`src/rtl/ws2812_pkg.sv`:
```
// Shared types and constants for the WS2812 receive-side decoder.
// Contents: decoder state enum, pixel width, bit-counter width and
// default pulse timing for a 50 MHz clock.
package ws2812_pkg;

    localparam int unsigned PIXEL_W   = 24;
    localparam int unsigned BIT_CNT_W = 5;

    // Default timing in clk cycles at 50 MHz
    localparam int unsigned T_MIN_DEF    = 5;     // 100 ns
    localparam int unsigned T_THRESH_DEF = 25;    // 500 ns
    localparam int unsigned T_MAX_DEF    = 50;    // 1 us
    localparam int unsigned RESET_DEF    = 2500;  // 50 us

    typedef enum logic [2:0] {
        WAIT_RST,
        IDLE,
        HIGH,
        LOW,
        FWD,
        ERR
    } state_t;

endpackage

```
`src/rtl/sync_2ff.sv`:
```
// Two-flop synchronizer for a single asynchronous input bit.
// Ports: clk, rst_n (synchronous, active-low), d (async in), q (synchronized out).
module sync_2ff (
    input  logic clk,
    input  logic rst_n,
    input  logic d,
    output logic q
);

    logic meta;

    always_ff @(posedge clk) begin
        if (!rst_n) begin
            meta <= 1'b0;
            q    <= 1'b0;
        end else begin
            meta <= d;
            q    <= meta;
        end
    end

endmodule

```
`src/rtl/ws2812_decoder.sv`:
```
// WS2812-style single-wire pixel receiver. Classifies each high pulse by width,
// captures the first 24 bits after a frame reset as one GRB pixel, then forwards
// the remainder of the frame on dout like a real daisy-chained pixel.
// Ports:
//   clk, rst_n   - clock, synchronous active-low reset
//   din          - asynchronous serial pixel line
//   dout         - forwarded line (synchronized din while forwarding, else 0)
//   pixel_data   - last captured pixel, bit 23 first received
//   pixel_valid  - one-cycle pulse when pixel_data updates
//   frame_reset  - one-cycle pulse when a reset-length low period completes
//   bit_err      - one-cycle pulse on an illegal high-pulse width
module ws2812_decoder
    import ws2812_pkg::*;
#(
    parameter int unsigned T_MIN_CYC    = T_MIN_DEF,
    parameter int unsigned T_THRESH_CYC = T_THRESH_DEF,
    parameter int unsigned T_MAX_CYC    = T_MAX_DEF,
    parameter int unsigned RESET_CYC    = RESET_DEF
) (
    input  logic               clk,
    input  logic               rst_n,
    input  logic               din,
    output logic               dout,
    output logic [PIXEL_W-1:0] pixel_data,
    output logic               pixel_valid,
    output logic               frame_reset,
    output logic               bit_err
);

    localparam int unsigned          CNT_W    = $clog2(RESET_CYC + 1);
    localparam logic [CNT_W-1:0]     CNT_MAX  = '1;
    localparam logic [BIT_CNT_W-1:0] LAST_BIT = BIT_CNT_W'(PIXEL_W - 1);
    localparam logic [BIT_CNT_W-1:0] FULL_CNT = BIT_CNT_W'(PIXEL_W);

    state_t               state, state_d;
    logic                 din_s, din_q;
    logic                 rise, fall;
    logic [CNT_W-1:0]     cnt;
    logic [BIT_CNT_W-1:0] bits, bits_d;
    logic [PIXEL_W-1:0]   shift, shift_d, shift_in;
    logic [PIXEL_W-1:0]   pixel_data_d;
    logic                 pixel_valid_d, frame_reset_d, bit_err_d, dout_d;
    logic [31:0]          hi_len;
    logic                 low_done, too_short, too_long, is_one;

    sync_2ff u_sync (
        .clk   (clk),
        .rst_n (rst_n),
        .d     (din),
        .q     (din_s)
    );

    // Edge detect on the synchronized line
    always_ff @(posedge clk) begin
        if (!rst_n) din_q <= 1'b0;
        else        din_q <= din_s;
    end

    assign rise = din_s & ~din_q;
    assign fall = ~din_s & din_q;

    // Shared high/low duration counter: cleared on each edge, saturating
    always_ff @(posedge clk) begin
        if (!rst_n)              cnt <= '0;
        else if (rise || fall)   cnt <= '0;
        else if (cnt != CNT_MAX) cnt <= cnt + CNT_W'(1);
    end

    // cnt restarts one cycle after the edge, so at the fall it reads width-1,
    // and while still high the width seen so far is cnt+2.
    assign hi_len    = 32'(cnt) + 32'd1;
    assign too_short = hi_len < T_MIN_CYC;
    assign is_one    = hi_len >= T_THRESH_CYC;
    assign too_long  = din_s && ((hi_len + 32'd1) > T_MAX_CYC);
    assign low_done  = ~din_s && (cnt == CNT_W'(RESET_CYC));
    assign shift_in  = {shift[PIXEL_W-2:0], is_one};

    // Next-state and registered-output logic
    always_comb begin
        state_d       = state;
        bits_d        = bits;
        shift_d       = shift;
        pixel_data_d  = pixel_data;
        pixel_valid_d = 1'b0;
        frame_reset_d = 1'b0;
        bit_err_d     = 1'b0;
        dout_d        = 1'b0;

        case (state)
            WAIT_RST: begin
                if (low_done) begin
                    frame_reset_d = 1'b1;
                    bits_d        = '0;
                    shift_d       = '0;
                    state_d       = IDLE;
                end
            end

            IDLE, LOW: begin
                if (rise) begin
                    state_d = HIGH;
                end else if (low_done) begin
                    // Drop any partial pixel and restart the frame
                    frame_reset_d = 1'b1;
                    bits_d        = '0;
                    shift_d       = '0;
                    state_d       = IDLE;
                end
            end

            HIGH: begin
                if (fall) begin
                    if (too_short) begin
                        bit_err_d = 1'b1;
                        state_d   = ERR;
                    end else if (bits == LAST_BIT) begin
                        shift_d       = shift_in;
                        bits_d        = FULL_CNT;
                        pixel_data_d  = shift_in;
                        pixel_valid_d = 1'b1;
                        state_d       = FWD;
                    end else begin
                        shift_d = shift_in;
                        bits_d  = bits + BIT_CNT_W'(1);
                        state_d = LOW;
                    end
                end else if (too_long) begin
                    bit_err_d = 1'b1;
                    state_d   = ERR;
                end
            end

            FWD: begin
                // Pass-through only; widths are not checked while forwarding
                dout_d = din_s;
                if (low_done) begin
                    frame_reset_d = 1'b1;
                    bits_d        = '0;
                    shift_d       = '0;
                    dout_d        = 1'b0;
                    state_d       = IDLE;
                end
            end

            ERR: begin
                if (low_done) begin
                    frame_reset_d = 1'b1;
                    bits_d        = '0;
                    shift_d       = '0;
                    state_d       = IDLE;
                end
            end

            default: begin
                state_d = WAIT_RST;
            end
        endcase
    end

    // State and output registers
    always_ff @(posedge clk) begin
        if (!rst_n) begin
            state       <= WAIT_RST;
            bits        <= '0;
            shift       <= '0;
            pixel_data  <= '0;
            pixel_valid <= 1'b0;
            frame_reset <= 1'b0;
            bit_err     <= 1'b0;
            dout        <= 1'b0;
        end else begin
            state       <= state_d;
            bits        <= bits_d;
            shift       <= shift_d;
            pixel_data  <= pixel_data_d;
            pixel_valid <= pixel_valid_d;
            frame_reset <= frame_reset_d;
            bit_err     <= bit_err_d;
            dout        <= dout_d;
        end
    end

endmodule

```
`config.mk`:
```
export PLATFORM = sky130hd
export DESIGN_NAME = ws2812_decoder
export DESIGN_NICKNAME = d
export VERILOG_FILES = /design/src/rtl/ws2812_pkg.sv /design/src/rtl/sync_2ff.sv /design/src/rtl/ws2812_decoder.sv
export SDC_FILE = /design/constraint.sdc
export NUM_CORES = 1
export LEC_CHECK = 0
export CORE_ASPECT_RATIO = 1.4
export CORE_UTILIZATION = 55
export DETAILED_ROUTE_END_ITERATION = 16
export GPL_TIMING_DRIVEN = 1
export PLACE_DENSITY = 0.83
export SLEW_MARGIN = 10
export SYNTH_ARGS = -nofsm -noshare
export SYNTH_HDL_FRONTEND = slang
export SYNTH_HIERARCHICAL = 1
export SYNTH_SLANG_ARGS = --single-unit
```
`constraint.sdc`:
```
create_clock -name clk -period 4.9 [get_ports clk]
set_input_delay 0.735 -clock clk [delete_from_list [all_inputs] [get_ports clk]]
set_output_delay 0.735 -clock clk [all_outputs]
set_load 0.05 [all_outputs]
```
==> Word-level counts from Yosys, hierarchy flattened <==
Cells that the tools add are included.
{ "classes": {"add_sub_neg": 4, "n_lt_le_gt_ge": 3, "eq_ne": 12, "muxes": 25, "bitwise_logic": 9, "n_reduce_logical": 13} }
{ "op_table": {"columns": ["op", "count"], "rows": [
  ["2-to-1 mux 24 bit", 4],
  ["one-hot mux 24 bit (3 select lines)", 1],
  ["2-to-1 mux 5 bit", 5],
  ["2-to-1 mux 3 bit", 6],
  ["one-hot mux 5 bit (3 select lines)", 1],
  ["adder 13 x 1 -> 14 bit (second input constant)", 1],
  ["> comparator 14 x 6 -> 1 bit (second input constant)", 1],
  ["adder 12 x 1 -> 13 bit (second input constant)", 1],
  [">= comparator 13 x 5 -> 1 bit (second input constant)", 1],
  ["< comparator 13 x 3 -> 1 bit (second input constant)", 1],
  ["adder 12 x 1 -> 12 bit (second input constant)", 1],
  ["== test 12 bit (second input constant)", 1],
  ["!= test 12 bit (second input constant)", 1],
  ["one-hot mux 3 bit (3 select lines)", 1],
  ["AND reduction 4 bit", 2],
  ["NOT 1 bit", 7],
  ["== test 3 x 2 -> 1 bit (second input constant)", 2],
  ["== test 3 bit (second input constant)", 2],
  ["2-to-1 mux 1 bit", 6],
  ["!= test 2 bit (second input constant)", 3],
  ["OR reduction 3 bit", 2],
  ["adder 5 x 1 -> 5 bit (second input constant)", 1],
  ["== test 5 bit (second input constant)", 1],
  ["OR reduction 2 bit", 2],
  ["other kinds (10)", 12]
]} }
{ "totals": {"regBits": 75, "output_inout_bits": 28} }

==> Longest topological paths before layout <==
Gate-level depths: netlist of run 1.
{ "logic_depth": {"word_depth": 7, "depth_mapped": 12, "mapped_depth_nobuf": 9} }

==> Hierarchy <==
The synthesis of run 1 kept the hierarchy.
{ "by_module_without_submodules": {"columns": ["mod", "instances", "cells_per_inst", "area_each_um2", "seq_area_each_um2"], "rows": [
  ["ws2812_decoder", 1, 423, 3487.1, 1441.4],
  ["sync_2ff", 1, 4, 52.6, 40.0]
]} }

==> Worst setup path before layout of run 1 <==
No wires, ideal clock.
{ "synth_path": {"kind": "register to register", "from": "register cnt[1]", "to": "register shift[3]", "setup_ps": 66, "t_arrival_ps": 2347, "required_ps": 4834, "setup_slack_ps": 2487, "stages_incl_launch_ff": 12, "path_buffers": 3, "period_less_slack_ps": 2413, "cell_sequence": "dfxtp_1 ha_1 buf_6 and4_4 or3_1 a211oi_2 o211a_4 a21oi_4 or2_1 buf_6 buf_6 a21oi_2"} }
{ "synth_between": {"elab_chain_cells": 5} }
{ "synth_lines": {"columns": ["element", "line_no", "source"], "rows": [
  ["start, declared", "ws2812_decoder.sv:38", "logic [CNT_W-1:0] cnt;"],
  ["start signal, assigned", "ws2812_decoder.sv:66", "else if (cnt != CNT_MAX) cnt <= cnt + CNT_W'(1);"],
  ["parallel branches: the longest is 5 deep, another holds adder 12 x 1 -> 13 bit", null, null],
  ["end signal, assigned", "ws2812_decoder.sv:174", "shift <= shift_d;"],
  ["end, declared", "ws2812_decoder.sv:40", "logic [PIXEL_W-1:0] shift, shift_d, shift_in;"]
]} }
Parallel ways; which one is timed is not known. The select of a mux whose other input is x is not followed.
A chain may end at the register's enable or synchronous reset.

==> Worst setup path after layout of run 1 <==
{ "layout_path": {"from": "register cnt[0]", "to": "register shift[1]"} }
Same word-level chain as after synthesis.

==> reports/qor.yml, run 1 <==
run_status:
  status: "complete, no violations"
placed_design:
  dp_cells: 504
  placed_area_mm2: 0.003809
  gp_congestion: 0.9714
  hpwl_um: 5091
  port-buffer-count: 30
floorplanning:
  die_area_mm2: 0.006765
  initial_core_util_pct: 56.99
  die_h_um: 96.92
  die_w_um: 69.80
  design.core.area_mm2: 0.006211
  rows: 34
  io_pins: 31
yosys:
  ys_seq_elements: 74
  ys_top_cells_by_area: "dfxtp_1 (42%), nand2_1 (6.8%), nand3_1 (5.1%)"
  yosysMostFrequentCell: "dfxtp_1"
  synthTopCellsByCount: "dfxtp_1 (74), nand2_1 (64), nor2_1 (38)"
  yosysUniqueCellTypes: 57
  synth.top_cell.area_share_pct: 41.85
  async_flop_share_pct: 0
  avgSynthCellArea_um2: 8.290
  syn_area_mm2: 0.003540
  synth_nets: 437
  synth_top_area_cell: "dfxtp_1"
  syn_inst: 427
  synth_edf_count: 0
  ys_seq_area_share_pct: 41.85
  yosys_warnings: 6
  synth_ff_type: "dfxtp_1"
clocking:
  cts_tree: "yes"
  cts_sinks: 74
  clockBufferDepth: 2
  ctsResizeCount: 0
  cts_root_buffer: "clkbuf_8"
  ctsHoldBuffers: 0
  htreeDepth: 3
  cts_setup_buffers: 0
  clk_pin_slew_worst_paths_ns: 0.08
  clk_latency_ns: 0.34
  cts_inserted_buffers: 9
sta:
  worst_slew_pin_slew_ns: 1.105
  min_period_ns: 3.470
  finalMaxSlewViolations: 0
  fin_crit_sh_pct: 70.82
  fin_worst_skew_ns: 0.007460
  finalSetupViolCount: 0
  rsz0062_at_grt: "false"
  finalSetupTns_ns: 0
  finalHoldViolCount: 0
  slew_headroom_pct: 26.32
  fmax_mhz: 288.2
grt:
  antenna_found_initial: 0
  grt_pass1_vias: 2685
  grt_max_degree: 57
  grt-ovfl-total: 0
  grt_pass1_wl_um: 11920
  grt_use_total_pct: 21.61
job:
  cap_violations: 0
route:
  via_per_inst: 5.821
  drc_errors: 0
  dr.pass1.iters: 4
  vias: 3027
  antenna_left: 0
  totalWireLength_um: 7180
  wl_per_cell_um: 13.81
  drtIter0Drc: 170
setup_path:
  slowest_delay_ns: 0.93
  crit_chain: "ha_1 -> nand3_1 -> xor2_1 -> and3_1 -> o211a_4 -> a21oi_4 -> or2_1 -> a21oi_1"
  worstPathRequired_ns: 5.08
  worstPathArrival_ns: 3.65
  crit_type: "reg -> reg"
  cp-start-kind: "register"
  crit_path_top_delay_cell: "or2_1"
  end_kind: "register"
  crit_fanout: 28
power:
  powerDensity_mw_per_mm2: 274.6
  p_leak_nw: 1.293
  ir_worst_vdd_v: 0.0001939
  finalPower_w: 0.001096
layout:
  stdcell_count: 520
  multiInputGateArea_mm2: 0.001889
  fillers: 554
  area_growth_pct: 12.73
  num-nets-final: 453
  drive_gt1_share_pct: 9.821
  seq_area_mm2: 0.001481
  n_antenna_cell: 0
  design_area_mm2: 0.003990
min_path:
  hold_class: "reg -> reg"
[where the power goes]
group          internal [W]  leakage, nW  switching [W]
clock              0.000214       0.0940       0.000220
combinational     0.0000187        0.602      0.0000334
sequential         0.000604        0.597     0.00000575
[metrics by stage]
stage | hold slack [ns] | util, % | worst slack, ns
CTS | 0.4325 | 64.24 | 1.423
floorplan | 0.4057 | - | 2.487
global placement | 0.4150 | 61.32 | 1.532
global route | 0.4812 | 64.24 | 1.111
finish | 0.4311 | 64.24 | 1.430
detailed placement | 0.4137 | 61.32 | 1.435
[flip-flops by register name (all words and copies together), names as in the netlist]
| signal | flops |
|---|---|
| bit_err | 1 |
| bits | 5 |
| state | 3 |
| pixel_valid | 1 |
| cnt | 12 |
| dout | 1 |
| frame_reset | 1 |
| din_q | 1 |
| u_sync/meta | 1 |
| u_sync/q | 1 |
| pixel_data | 24 |
| shift | 23 |
[worst paths after layout]
kind,from,end,slack (ns),cells after the start
max,cnt[0]$_SDFFE_PP0P_,shift[1]$_SDFFE_PN0P_,1.43,8
min,u_sync/meta$_SDFF_PN0_,u_sync/q$_SDFF_PN0_,0.43,1
max reg2reg,cnt[0]$_SDFFE_PP0P_,shift[1]$_SDFFE_PN0P_,1.43,8
min reg2reg,u_sync/meta$_SDFF_PN0_,u_sync/q$_SDFF_PN0_,0.43,1
[routing by layer]
metal | track usage, % | up-vias | part of all wire [%]
met5 | 0 | - | 0
met4 | 12.00 | 0 | 3.4
met3 | 4.479 | 21 | 3.4
met2 | 37.35 | 73 | 51
met1 | 24.32 | 1408 | 42
li1 | - | 1525 | -
[cell usage in the layout (no fill, tap or decap), drive strengths merged, types with 2 or more instances in the layout]
cell type       n
a211oi          4
a21oi          38
a221oi          3
a31oi           5
a41o            2
a41oi           2
and2            7
and3            5
and4            2
buf             3
clkbuf         13
clkdlybuf4s50  29
clkinv          3
dfxtp          74
ha              7
inv            10
mux2i           3
nand2          64
nand2b          4
nand3          36
nand3b          3
nand4b          2
nor2           38
nor2b           6
nor3            6
nor3b           3
nor4            5
o211ai          2
o21ai          35
or3             4
xnor2           8
xor2            4
[worst max-delay path: cells and delay by family, from the launching register on]
kind                     cells  cell delay (ns)
AND/OR/NAND/NOR              3             1.32
AO/OA/AOI/OAI                3             0.86
flip-flops                   1             0.50
adder cells (fa/ha/maj)      1             0.40
XOR/XNOR                     1             0.22
[cell families after synthesis]
| family | after synthesis | share of synthesized area [%] |
|---|---|---|
| simple gates | 192 | 26.30 |
| xor+xnor | 13 | 3.605 |
| buf+inv | 37 | 5.231 |
| flops | 74 | 41.85 |
| compound gates | 101 | 19.69 |
| mux | 3 | 0.8484 |
| fa+ha+maj | 7 | 2.474 |
[final cells by class]
type	count	share of cell area [%]
clock buffers	13	3.982
clock inverters	3	0.5644
inverters	10	0.9407
multi-input cells	316	47.35
flip-flops and latches	74	37.13
well taps	72	2.258
repair buffers	32	7.777
No activity file was read; power rests on OpenSTA's default activity.
==> run 2, diff against run 1 <==
--- a/config.mk
+++ b/config.mk
@@ -6,10 +6,10 @@
 export NUM_CORES = 1
 export LEC_CHECK = 0
 export CORE_ASPECT_RATIO = 1.4
-export CORE_UTILIZATION = 55
+export CORE_UTILIZATION = 52
 export DETAILED_ROUTE_END_ITERATION = 16
 export GPL_TIMING_DRIVEN = 1
-export PLACE_DENSITY = 0.83
+export PLACE_DENSITY = 0.82
 export SLEW_MARGIN = 10
 export SYNTH_ARGS = -nofsm -noshare
 export SYNTH_HDL_FRONTEND = slang
==> constraint.sdc (replaced) <==
create_clock -name clk -period 3.1 [get_ports clk]
set_input_delay 0.465 -clock clk [delete_from_list [all_inputs] [get_ports clk]]
set_output_delay 0.465 -clock clk [all_outputs]
set_load 0.05 [all_outputs]
==> run 2 against run 1 <==
Fmax up 22%. Highest routed layer unchanged. Combinational power increased by 66%. Count of clock-buffer cells in the layout fell by 3. Register-to-register slack got worse by 1.2 ns. Setup slack worse by 1.2 ns. Sequential power is 58% higher. Utilization fell by 2.0 points. Final cell count increased by 1.7%. Global-route usage up 0.68 points. Critical path type unchanged. Critical endpoint is now state[0]$_SDFFE_PN0P_.
==> reports/qor.yml, run 2 (synthesis gave the netlist of run 1 again) <==
run_status:
  status: "complete, no violations"
route:
  vias: 3104
  drtIter0Drc: 169
  dr.pass1.iters: 4
  wl_per_cell_um: 14.24
  drc_errors: 0
  antenna_left: 0
  via_per_inst: 5.868
  totalWireLength_um: 7533
layout:
  top_register: "pixel_data"
  top_regs: "pixel_data x24, shift x23, cnt x12"
  area_growth_pct: 15.52
  final_cell_mix: "dfxtp_1 (74), nand2_1 (64), nor2_1 (38)"
  drive_gt1_share_pct: 12.09
  final_common_cell: "dfxtp_1"
  largest_reg_flops: 24
  num-nets-final: 460
  n_antenna_cell: 0
floorplanning:
  die_h_um: 99.62
  die_area_mm2: 0.007146
  io_pins: 31
  initial_core_util_pct: 53.89
  design.core.area_mm2: 0.006569
  die_w_um: 71.73
  rows: 35
clocking:
  htreeDepth: 3
  cts_root_buffer: "clkbuf_8"
  ctsHoldBuffers: 0
  cts_tree: "yes"
  clk_latency_ns: 0.35
  ctsResizeCount: 0
  cts_setup_buffers: 0
  cts_sinks: 74
  clk_pin_slew_worst_paths_ns: 0.08
  clockBufferDepth: 2
  cts_inserted_buffers: 9
sta:
  finalHoldViolCount: 0
  fin_worst_skew_ns: 0.01327
  rsz0062_at_grt: "false"
  slew_headroom_pct: 56.41
  fin_crit_sh_pct: 92.09
  worst_slew_pin_slew_ns: 0.6538
  finalSetupTns_ns: 0
  finalMaxSlewViolations: 0
  fmax_mhz: 350.3
  finalSetupViolCount: 0
  min_period_ns: 2.855
setup_path:
  reg2reg_slack_ns: 0.25
  r2r_cells: 8
  worstPathBufferInverterCount: 0
  slowest_delay_ns: 0.50
  cp_top_family: "simple AND/OR/NAND/NOR gates"
  cp-start-kind: "register"
  end_kind: "register"
  r2r-start: "cnt[0]$_SDFFE_PP0P_"
  worstPathRequired_ns: 3.31
  crit_fanout: 10
  crit_chain: "ha_1 -> nand4_1 -> nor3_2 -> a41o_1 -> nand2_1 -> nor4_1 -> and2_1 -> a221oi_1"
  r2r_end: "state[0]$_SDFFE_PN0P_"
  worstPathArrival_ns: 3.06
  crit_path_top_delay_cell: "dfxtp_1"
  crit_type: "reg -> reg"
power:
  ir_worst_vdd_v: 0.0002491
  powerDensity_mw_per_mm2: 446.8
  p_leak_nw: 1.340
  finalPower_w: 0.001827
placed_design:
  port-buffer-count: 30
  gp_congestion: 0.8699
  hpwl_um: 5415
grt:
  grt_use_total_pct: 22.29
  grt_pass1_vias: 2871
  grt_pass1_wl_um: 12590
  antenna_found_initial: 0
  grt_max_degree: 49
  grt-ovfl-total: 0
min_path:
  hold_class: "reg -> reg"
  whs_endpoint: "pixel_data[20]$_SDFFE_PN0P_"
  hold_path_startpoint: "pixel_data[20]$_SDFFE_PN0P_"
  worstHoldPathCells: 2
job:
  cap_violations: 0
run 2: layer usage:
layer	routed length (um)	vias up	share of wire (%)	global-route usage (%)
met4	361	0	4.8	15.54
met2	3922	85	52	40.06
li1	-	1539	-	-
met1	2993	1453	40	22.47
met3	256	27	3.4	4.762
met5	0	-	0	0
run 2: where the power goes:
group | leakage (nW) | internal [W] | total (W) | switching [W]
sequential | 0.597 | 0.000954 | 0.000963 | 0.00000913
combinational | 0.639 | 0.0000307 | 0.0000867 | 0.0000559
clock | 0.103 | 0.000402 | 0.000777 | 0.000375
total | 1.34 | 0.00139 | 0.00183 | 0.000440
run 2: worst max path at each step:
stage | from | endpoint | depth (start not counted)
floorplan | cnt[1]$_SDFFE_PP0P_ | shift[3]$_SDFFE_PN0P_ | 11
global placement | cnt[0]$_SDFFE_PP0P_ | shift[0]$_SDFFE_PN0P_ | 9
detailed placement | cnt[0]$_SDFFE_PP0P_ | shift[0]$_SDFFE_PN0P_ | 9
CTS | cnt[0]$_SDFFE_PP0P_ | shift[0]$_SDFFE_PN0P_ | 9
global route | cnt[0]$_SDFFE_PP0P_ | shift[0]$_SDFFE_PN0P_ | 8
finish | cnt[0]$_SDFFE_PP0P_ | state[0]$_SDFFE_PN0P_ | 8
run 2: final cells by class:
| type | count | area [um2] |
|---|---|---|
| Fill cell | 557 | 2480 |
| Multi-Input combinational cell | 317 | 1899 |
| Sequential cell | 74 | 1481 |
| Timing Repair Buffer | 38 | 367.9 |
| Clock buffer | 10 | 137.6 |
| Tap cell | 74 | 92.59 |
| Clock inverter | 6 | 72.57 |
| Inverter | 10 | 37.54 |
run 2: per-stage QoR:
stage               cell area, um2  util (%)  cells  setup slack [ns]  hold slack, ns
global route                  4089     62.25    529           0.08636          0.4758
finish                        4089     62.25    529            0.2454          0.4554
global placement              3861     58.78    512            0.2063          0.4159
floorplan                     3540         -    427            0.6866          0.4057
detailed placement            3861     58.78    512           0.07410          0.4378
CTS                           4071     61.98    528           0.06152          0.4571
run 2: worst reg2reg max path, stage by stage (launching register included):
cell,delay (ns)
dfxtp_1,0.50
ha_1,0.43
nand4_1,0.30
nor3_2,0.32
a41o_1,0.39
nand2_1,0.13
nor4_1,0.34
and2_1,0.22
a221oi_1,0.09
==> run 3, diff against run 2 <==
--- a/config.mk
+++ b/config.mk
@@ -7,9 +7,12 @@
 export LEC_CHECK = 0
 export CORE_ASPECT_RATIO = 1.4
 export CORE_UTILIZATION = 52
+export CTS_CLUSTER_DIAMETER = 40
 export DETAILED_ROUTE_END_ITERATION = 16
 export GPL_TIMING_DRIVEN = 1
 export PLACE_DENSITY = 0.82
+export REMOVE_ABC_BUFFERS = 1
+export SETUP_SLACK_MARGIN = 0.15
 export SLEW_MARGIN = 10
 export SYNTH_ARGS = -nofsm -noshare
 export SYNTH_HDL_FRONTEND = slang
==> run 3 against run 2 <==
Total power is 0.32% lower. Largest cell class unchanged. Critical endpoint unchanged. Fmax up 5.0%. Via count decreased by 1.2%. Largest power group unchanged. Critical path depth stayed put. Final cell count shrank 0.19%.
==> reports/qor.yml, run 3 (synthesis gave the netlist of run 1 again) <==
run_status:
  status: "complete, no violations"
setup_path:
  cp-start-kind: "register"
  worstPathArrival_ns: 2.93
  worstPathRequired_ns: 3.31
  r2r_end: "state[0]$_SDFFE_PN0P_"
  crit_fanout: 10
  r2r-start: "cnt[0]$_SDFFE_PP0P_"
  crit_type: "reg -> reg"
  end_kind: "register"
  reg2reg_slack_ns: 0.38
  r2r_cells: 8
sta:
  rsz0062_at_grt: "false"
  worst_slew_pin_slew_ns: 0.6853
  fmax_mhz: 367.7
  slew_headroom_pct: 54.31
  fin_crit_sh_pct: 87.72
  hold_ws_ns: 0.4308
  finalHoldViolCount: 0
  min_period_ns: 2.719
  finalSetupViolCount: 0
  fin_worst_skew_ns: 0.007359
  finalMaxSlewViolations: 0
route:
  vias: 3066
  drc_errors: 0
  via_per_inst: 5.807
  wl_per_cell_um: 14.22
  antenna_left: 0
  drtIter0Drc: 173
  totalWireLength_um: 7508
  dr.pass1.iters: 5
clocking:
  cts_tree: "yes"
  cts_inserted_buffers: 9
  cts_root_buffer: "clkbuf_8"
  cts_sinks: 74
  clk_pin_slew_worst_paths_ns: 0.08
  clockBufferDepth: 2
  ctsHoldBuffers: 0
  htreeDepth: 3
  clk_latency_ns: 0.35
floorplanning:
  initial_core_util_pct: 53.89
  die_w_um: 71.73
  design.core.area_mm2: 0.006569
  die_h_um: 99.62
  rows: 35
  io_pins: 31
  die_area_mm2: 0.007146
min_path:
  hold_class: "reg -> reg"
  worstHoldPathCells: 1
  whs_endpoint: "u_sync/q$_SDFF_PN0_"
  hold_path_startpoint: "u_sync/meta$_SDFF_PN0_"
power:
  p_leak_nw: 1.325
  powerDensity_mw_per_mm2: 445.8
  p_clk_share_pct: 42.2
  intPower_w: 0.001384
  sequentialPowerShare_pct: 52.9
  power.switching_w: 0.0004375
  ir_worst_vdd_v: 0.0003792
  swShare_pct: 24.02
  combPwrFrac_pct: 4.9
placed_design:
  gp_congestion: 0.8804
  hpwl_um: 5129
  port-buffer-count: 30
layout:
  num-nets-final: 459
  multiInputGateArea_mm2: 0.001909
  top_register: "pixel_data"
  area_growth_pct: 15.41
  finish.utilization_pct: 62.19
  final_cell_mix: "dfxtp_1 (74), nand2_1 (64), nor2_1 (38)"
  largest_reg_flops: 24
  seq_area_mm2: 0.001481
  n_antenna_cell: 0
  drive_gt1_share_pct: 11.89
  final_common_cell: "dfxtp_1"
  top_regs: "pixel_data x24, shift x23, cnt x12"
  fillers: 593
grt:
  grt_pass1_vias: 2890
  grt-ovfl-total: 0
  grt_pass1_wl_um: 12590
  grt_use_total_pct: 22.22
  antenna_found_initial: 0
  grt_max_degree: 56
job:
  cap_violations: 0
## run 3: changes by cell type in the layout (fill, tap and decap cells not counted), sizes merged
cell / previous run / this run
inv: 11 / 10
buf: 9 / 8
clkinvlp: 1 / 2
clkbuf: 10 / 11
clkinv: 3 / 2
## run 3: worst max-delay path by stage
stage                        start                    endpoint  slack (ns)
6_report       cnt[0]$_SDFFE_PP0P_       state[0]$_SDFFE_PN0P_        0.38
3_3_place_gp   cnt[0]$_SDFFE_PP0P_       shift[1]$_SDFFE_PN0P_        0.19
2_1_floorplan  cnt[0]$_SDFFE_PP0P_  pixel_data[0]$_SDFFE_PN0P_       -0.56
5_1_grt        cnt[0]$_SDFFE_PP0P_       shift[0]$_SDFFE_PN0P_        0.21
3_5_place_dp   cnt[0]$_SDFFE_PP0P_       shift[2]$_SDFFE_PN0P_        0.14
4_1_cts        cnt[0]$_SDFFE_PP0P_       state[0]$_SDFFE_PN0P_        0.18
## run 3: cell type report
class | instances | area share, %
clock inverter | 5 | 1.531
clock buffer | 11 | 3.461
sequential | 74 | 36.26
inverter | 10 | 0.9188
multi-input combinational | 317 | 46.74
timing repair buffer | 37 | 8.821
tap | 74 | 2.266
## run 3: through the flow
stage          cell area [um2]  power, W  instances  setup WS [ns]  setup TNS (ns)
3_3_place_gp              3861  0.001069        511         0.1895               0
3_5_place_dp              3861  0.001072        511         0.1388               0
4_1_cts                   4074  0.001835        528         0.1781               0
2_1_floorplan             3392  0.001039        400        -0.5594          -13.42
5_1_grt                   4085  0.001888        528         0.2149               0
6_report                  4085  0.001821        528         0.3805               0
## run 3: repair_timing
item / 4_1_cts / 5_1_grt
pin swaps: 1 / 0
gates resized for setup: 0 / 3
cloned: 1 / 0
endpoints found under the setup margin: 4 / 27
setup buffers: 0 / 0
## run 3: critical path, stage by stage (launching register included)
cell	delay, ns
dfxtp_1	0.51
ha_2	0.34
nand4_1	0.23
nor3_2	0.30
a41o_1	0.38
nand2_1	0.14
nor4_1	0.35
and2_1	0.23
a221oi_1	0.09
## run 3: power groups by stage
stage               registers, W  logic [W]  clock network, W
global placement        0.000985  0.0000842                 0
global route            0.000964  0.0000973          0.000826
floorplan               0.000983  0.0000557                 0
finish                  0.000963  0.0000891          0.000769
detailed placement      0.000986  0.0000864                 0
CTS                     0.000963  0.0000879          0.000784
## run 3: metal layers
metal	part of all wire, %	vias up	track usage [%]	wire, um
met5	0	-	0	0
met4	2.3	0	10.26	176
met3	3.8	18	5.167	289
met2	53	84	40.28	3942
met1	41	1424	24.07	3099
li1	-	1540	-	-
